$ cat config.mk
export PLATFORM = sky130hd
export DESIGN_NAME = mem_arbiter
export DESIGN_NICKNAME = d
export VERILOG_FILES = /design/src/rtl/mem_arb_pkg.sv /design/src/rtl/mem_arbiter.sv
export SDC_FILE = /design/constraint.sdc
export NUM_CORES = 1
export LEC_CHECK = 0
export BUFFER_PORTS_ARGS = -buffer_cell sky130_fd_sc_hd__buf_4
export CELL_PAD_IN_SITES_DETAIL_PLACEMENT = 1
export CELL_PAD_IN_SITES_GLOBAL_PLACEMENT = 2
export CORE_MARGIN = 5
export CORE_UTILIZATION = 20
export CTS_BUF_LIST = sky130_fd_sc_hd__clkbuf_2 sky130_fd_sc_hd__clkbuf_4 sky130_fd_sc_hd__clkbuf_8
export CTS_CLUSTER_DIAMETER = 150
export DETAILED_ROUTE_END_ITERATION = 16
export PLACE_DENSITY_LB_ADDON = 0.1
export SKIP_LAST_GASP = 1
export SLEW_MARGIN = 0
export SYNTH_ARGS = -nofsm -noshare
export SYNTH_HDL_FRONTEND = slang
export SYNTH_SLANG_ARGS = --single-unit
$ cat constraint.sdc
create_clock -name clk -period 1.95 [get_ports clk]
set_input_delay 0.4875 -clock clk [delete_from_list [all_inputs] [get_ports clk]]
set_output_delay 0.4875 -clock clk [all_outputs]
set_load 0.01 [all_outputs]
$ cat src/rtl/mem_arb_pkg.sv
// rtl/mem_arb_pkg.sv - shared types and default widths for the IF/D memory arbiter
package mem_arb_pkg;

    localparam int DEF_ADDR_W = 32;
    localparam int DEF_DATA_W = 32;

    typedef enum logic {
        OWN_IF = 1'b0,
        OWN_D  = 1'b1
    } owner_e;

    typedef enum logic [1:0] {
        IDLE    = 2'd0,
        RD_WAIT = 2'd1,
        RESP    = 2'd2
    } state_e;

endpackage

$ cat src/rtl/mem_arbiter.sv
// rtl/mem_arbiter.sv - single-port RAM arbiter between instruction fetch and data access
// Data-first priority with a streak guard for fetch; reads return to the issuing requester.
module mem_arbiter
    import mem_arb_pkg::*;
#(
    parameter int ADDR_W       = DEF_ADDR_W,
    parameter int DATA_W       = DEF_DATA_W,
    parameter int RD_LAT       = 1,
    parameter int MAX_D_STREAK = 2
) (
    input  logic              clk,
    input  logic              reset,
    input  logic              if_req,
    input  logic [ADDR_W-1:0] if_addr,
    output logic              if_gnt,
    output logic              if_rvalid,
    output logic [DATA_W-1:0] if_rdata,
    input  logic              d_req,
    input  logic              d_we,
    input  logic [ADDR_W-1:0] d_addr,
    input  logic [DATA_W-1:0] d_wdata,
    output logic              d_gnt,
    output logic              d_rvalid,
    output logic [DATA_W-1:0] d_rdata,
    output logic              mem_en,
    output logic              mem_we,
    output logic [ADDR_W-1:0] mem_addr,
    output logic [DATA_W-1:0] mem_wdata,
    input  logic [DATA_W-1:0] mem_rdata,
    output logic              busy
);

    localparam int CNT_W    = (RD_LAT > 1) ? $clog2(RD_LAT) : 1;
    localparam int STREAK_W = (MAX_D_STREAK > 0) ? $clog2(MAX_D_STREAK + 1) : 1;
    localparam logic [CNT_W-1:0]    LAT_LOAD   = CNT_W'(RD_LAT - 1);
    localparam logic [STREAK_W-1:0] STREAK_MAX = STREAK_W'(MAX_D_STREAK);

    generate
        if (RD_LAT < 1) begin : g_bad_rd_lat
            $error("mem_arbiter: RD_LAT must be >= 1");
        end
    endgenerate

    state_e               r_state;
    state_e               w_state_nxt;
    owner_e               r_owner;
    logic [CNT_W-1:0]     r_lat_cnt;
    logic [STREAK_W-1:0]  r_streak;
    logic [DATA_W-1:0]    r_if_rdata;
    logic [DATA_W-1:0]    r_d_rdata;
    logic                 w_can_issue;
    logic                 w_if_win;
    logic                 w_if_gnt;
    logic                 w_d_gnt;
    logic                 w_capture;

    // Gating with reset keeps every strobe low while reset is held.
    assign w_can_issue = reset && (r_state != RD_WAIT);
    assign w_if_win    = if_req && (!d_req || (r_streak == STREAK_MAX));
    assign w_if_gnt    = w_can_issue && w_if_win;
    assign w_d_gnt     = w_can_issue && d_req && !w_if_win;
    assign w_capture   = (r_state == RD_WAIT) && (r_lat_cnt == '0);

    always_comb begin
        w_state_nxt = r_state;
        case (r_state)
            IDLE, RESP: begin
                if (w_if_gnt || (w_d_gnt && !d_we)) begin
                    w_state_nxt = RD_WAIT;
                end else begin
                    w_state_nxt = IDLE;
                end
            end
            RD_WAIT: begin
                if (w_capture) begin
                    w_state_nxt = RESP;
                end
            end
            default: w_state_nxt = IDLE;
        endcase
    end

    always_ff @(posedge clk or negedge reset) begin
        if (!reset) begin
            r_state <= IDLE;
        end else begin
            r_state <= w_state_nxt;
        end
    end

    always_ff @(posedge clk or negedge reset) begin
        if (!reset) begin
            r_lat_cnt <= '0;
        end else if ((r_state != RD_WAIT) && (w_state_nxt == RD_WAIT)) begin
            r_lat_cnt <= LAT_LOAD;
        end else if ((r_state == RD_WAIT) && (r_lat_cnt != '0)) begin
            r_lat_cnt <= r_lat_cnt - 1'b1;
        end
    end

    // Streak is frozen while a read is outstanding since no arbitration happens then.
    always_ff @(posedge clk or negedge reset) begin
        if (!reset) begin
            r_streak <= '0;
        end else if (r_state != RD_WAIT) begin
            if (w_if_gnt || !if_req) begin
                r_streak <= '0;
            end else if (w_d_gnt) begin
                r_streak <= r_streak + 1'b1;
            end
        end
    end

    always_ff @(posedge clk or negedge reset) begin
        if (!reset) begin
            r_owner    <= OWN_IF;
            r_if_rdata <= '0;
            r_d_rdata  <= '0;
        end else begin
            if (w_if_gnt) begin
                r_owner <= OWN_IF;
            end else if (w_d_gnt && !d_we) begin
                r_owner <= OWN_D;
            end
            if (w_capture && (r_owner == OWN_IF)) begin
                r_if_rdata <= mem_rdata;
            end
            if (w_capture && (r_owner == OWN_D)) begin
                r_d_rdata <= mem_rdata;
            end
        end
    end

    assign if_gnt    = w_if_gnt;
    assign d_gnt     = w_d_gnt;
    assign mem_en    = w_if_gnt || w_d_gnt;
    assign mem_we    = w_d_gnt && d_we;
    assign mem_addr  = w_if_gnt ? if_addr : (w_d_gnt ? d_addr : '0);
    assign mem_wdata = (w_d_gnt && d_we) ? d_wdata : '0;
    assign if_rvalid = (r_state == RESP) && (r_owner == OWN_IF);
    assign d_rvalid  = (r_state == RESP) && (r_owner == OWN_D);
    assign if_rdata  = r_if_rdata;
    assign d_rdata   = r_d_rdata;
    assign busy      = (r_state == RD_WAIT);

endmodule

==> metrics.txt <==
post-synthesis net count=384; largest net degree at the start of global routing=65; full die area=0.01928 sq mm; Reg-to-Reg Start=r_state[1]; number of global-route vias before repair=3735; cells taking the most area after synthesis=sky130_fd_sc_hd__dfrtp_1 53%, sky130_fd_sc_hd__mux2_2 20%, sky130_fd_sc_hd__a22o_1 8.4%, sky130_fd_sc_hd__and3_1 6.0%, sky130_fd_sc_hd__buf_6 1.7%; Pins Over Slew Limit=0; critical path type=reg -> out; count of input and output buffers=267; count of buffering cells on the critical path with inverters included=2; run status=finished, violations left; Iter 0 DRT Violations=32; cts bufs inserted=9; post-DR wirelength/cell=19.58 microns; Netlist cell types=31; final-report setup violation count=68; synthesized area per cell=13.28 sq um; Synth Instances=250; non-filler cells in the finished layout=760; Initial Util=20.24%; ratio of routed vias to standard cells=4.343; Post-CTS Hold Fix Bufs=0; largest area contributor in the synthesized netlist=sky130_fd_sc_hd__dfrtp_1; placement-stage worst setup slack=-0.1124 ns; number of diodes=0; share of layout cells above drive strength 1=73.33%; die height=138.9 microns; type of element launching the critical path=flip-flop; part of the Yosys area used for sequential elements=52.75%; die width=138.9 microns; clock-pin transition on the worst setup and hold timing paths=0.08 ns; number of endpoints with negative hold slack in the final report=0; worst setup skew after layout=0.006512 ns; aggregate global routing overflow=0; number of buffers on the longest clock path=2; number of placement rows=47; number of top-level pins=268; total of flip-flops plus latches after synthesis=70; data arrival time at the worst-slack endpoint=1.80 ns; Tot Pwr=0.005918 W; ys flop type=sky130_fd_sc_hd__dfrtp_1; class of the tightest hold or removal check=in -> async; number of optimization iterations in the first detailed-route pass=3; Worst Setup Slack, final=-0.3419 ns; biggest cell delay along the critical path=0.42 ns; worst-path maximum fanout=16; H-tree depth=3; later-pin clock latency in the skew report=0.33 ns; number of synthesis warnings=0; share of the clock period used by the worst path=117.5%; CP top delay family=flip-flops; Cell Area, Placed=0.005638 sq mm; post-route cell area=0.006173 sq mm; standard cell with the maximum stage delay on the critical path=sky130_fd_sc_hd__dfrtp_1; maximum clock rate=436.3 MHz; unrepaired setup endpoints after global routing=yes; asr flop ratio synth=100.0%; critical path required time=1.46 ns; routed via count=3301; remaining routing DRC violations=0; top cells by count, synth=70 x sky130_fd_sc_hd__dfrtp_1, 60 x sky130_fd_sc_hd__mux2_2, 32 x sky130_fd_sc_hd__a22o_1, 32 x sky130_fd_sc_hd__and3_1, 8 x sky130_fd_sc_hd__buf_2; relative slew slack=43.34%; setup slack on the worst flop-to-flop path=0.21 ns; initial antenna violation count=0; NumNets Final=669; area added between synthesis and finish=85.91%; final antenna-violating net count=0; post-synthesis cell area=0.003321 sq mm; r2r worst-path depth=5; count of flip-flops with a built-in enable after synthesis=0; endpoint of the lowest-slack register-to-register path=d_rdata[29]; TritonCTS clock tree=yes; dpl hpwl=11090 microns; violations in the final reports=setup timing; logic depth of the worst path, buffers included=6; post-placement cell count=731; number of clock sinks seen by CTS=70; global routing usage summed across all routing layers=14.69%; series of cell instances along the critical path=ha_4 > nand2_2 > and4_4 > clkbuf_16 > a22o_1 > buf_4; pwr/cell area=958.6 mW/mm^2; library cell with the highest instance count after synthesis=sky130_fd_sc_hd__dfrtp_1; leakage power figure=3.054 nW; clock root buffer master=sky130_fd_sc_hd__clkbuf_8; area fraction of the dominant cell type after synthesis=52.75%; Peak VDD IR=0.0006409 V; Worst Max-Slew Pin Slew=0.8498 ns; max cap viols=0; worst hold slack across all endpoints=0.07901 ns; wire length of the first global-routing pass=22430 microns; fillers=1788; kind of end point of the critical path=primary output; Routed WL=14880 microns; CORE AREA=0.01641 sq mm; final critical-path required period=2.292 ns; GP Congestion=0.8271
==> logic make-up (layout without fill, tap and decap cells) <==
group	count (synthesis)	after routing	synth area share [%]
AND/OR/NAND/NOR	52	52	10.51
multiplexers	64	64	21.70
buffers and inverters	24	314	4.484
flip-flops	70	70	52.75
AO/OA/AOI/OAI	39	39	10.17
adder cells (fa/ha/maj)	1	1	0.3767
==> per-stage QoR <==
stage	setup TNS (ns)	util, %
floorplan	0	-
global placement	-0.6967	34.36
detailed placement	-2.074	34.36
CTS	-23.64	37.45
global route	-26.45	37.63
finish	-20.37	37.63
==> cell type report <==
class | instances | area [sq um] | share of cell area [%]
clock buffers | 9 | 123.9 | 2.006
multi-input cells | 156 | 1518 | 24.58
repair buffers | 295 | 2446 | 39.62
well taps | 220 | 275.3 | 4.459
inverters | 3 | 11.26 | 0.1824
flip-flops and latches | 70 | 1752 | 28.37
clock inverters | 7 | 47.55 | 0.7702
==> sequential cells by signal, summed over array words and instances (netlist names) <==
name	cells
d_rdata	32
r_owner	1
if_rdata	32
r_streak	2
r_state	2
r_lat_cnt	1
==> per-layer routing <==
| metal | part of all wire (%) | global-route usage (%) | routed length [microns] | up-vias |
|---|---|---|---|---|
| met5 | 0 | 0 | 0 | - |
| met4 | 0.72 | 3.038 | 107 | 0 |
| met3 | 10 | 6.414 | 1482 | 8 |
| met2 | 55 | 28.15 | 8135 | 154 |
| met1 | 35 | 14.65 | 5154 | 1638 |
| li1 | - | - | - | 1501 |
==> timing repair <==
item                                    in CTS  in global routing
gates cloned                                 4                  3
buffers inserted                             7                  4
gates resized for setup                     37                 13
endpoints found under the setup margin      68                 69
pin swaps                                   12                  7
==> how the worst max path moves through the flow <==
stage,startpoint,to,slack [ns]
floorplan,r_streak[0],mem_addr[23],0.006
finish,r_streak[1],mem_addr[0],-0.34
CTS,r_streak[0],mem_addr[30],-0.40
detailed placement,r_streak[0],mem_en,-0.11
global placement,r_streak[0],mem_en,-0.1
global route,r_streak[1],mem_addr[0],-0.42
==> report_power, final <==
part           total, W  leakage (nW)  switching, W  internal, W
Sequential      0.00234         0.835      0.000313      0.00203
Combinational   0.00254          2.13       0.00102      0.00152
Clock           0.00104        0.0858      0.000577     0.000463
Total           0.00592          3.05       0.00191      0.00401
==> placed cells by master (no fill, tap or decap), drive strengths merged <==
| cell | instances |
|---|---|
| buf | 292 |
| dfrtp | 70 |
| mux2 | 64 |
| a22o | 32 |
| and3 | 32 |
| clkbuf | 12 |
| inv | 5 |
| clkinv | 3 |
| nand2b | 3 |
| nand2 | 3 |
| and4 | 2 |
| nor2 | 2 |
| nor2b | 2 |
| o21ai | 2 |
| clkinvlp | 2 |
| nor3b | 2 |
| and2 | 1 |
| a21oi | 1 |
| or2 | 1 |
| and3b | 1 |
| or3b | 1 |
| or3 | 1 |
| o311ai | 1 |
| nor3 | 1 |
| o211a | 1 |
| o31ai | 1 |
| a41oi | 1 |
| ha | 1 |
Power figures use the tool's default switching activity.
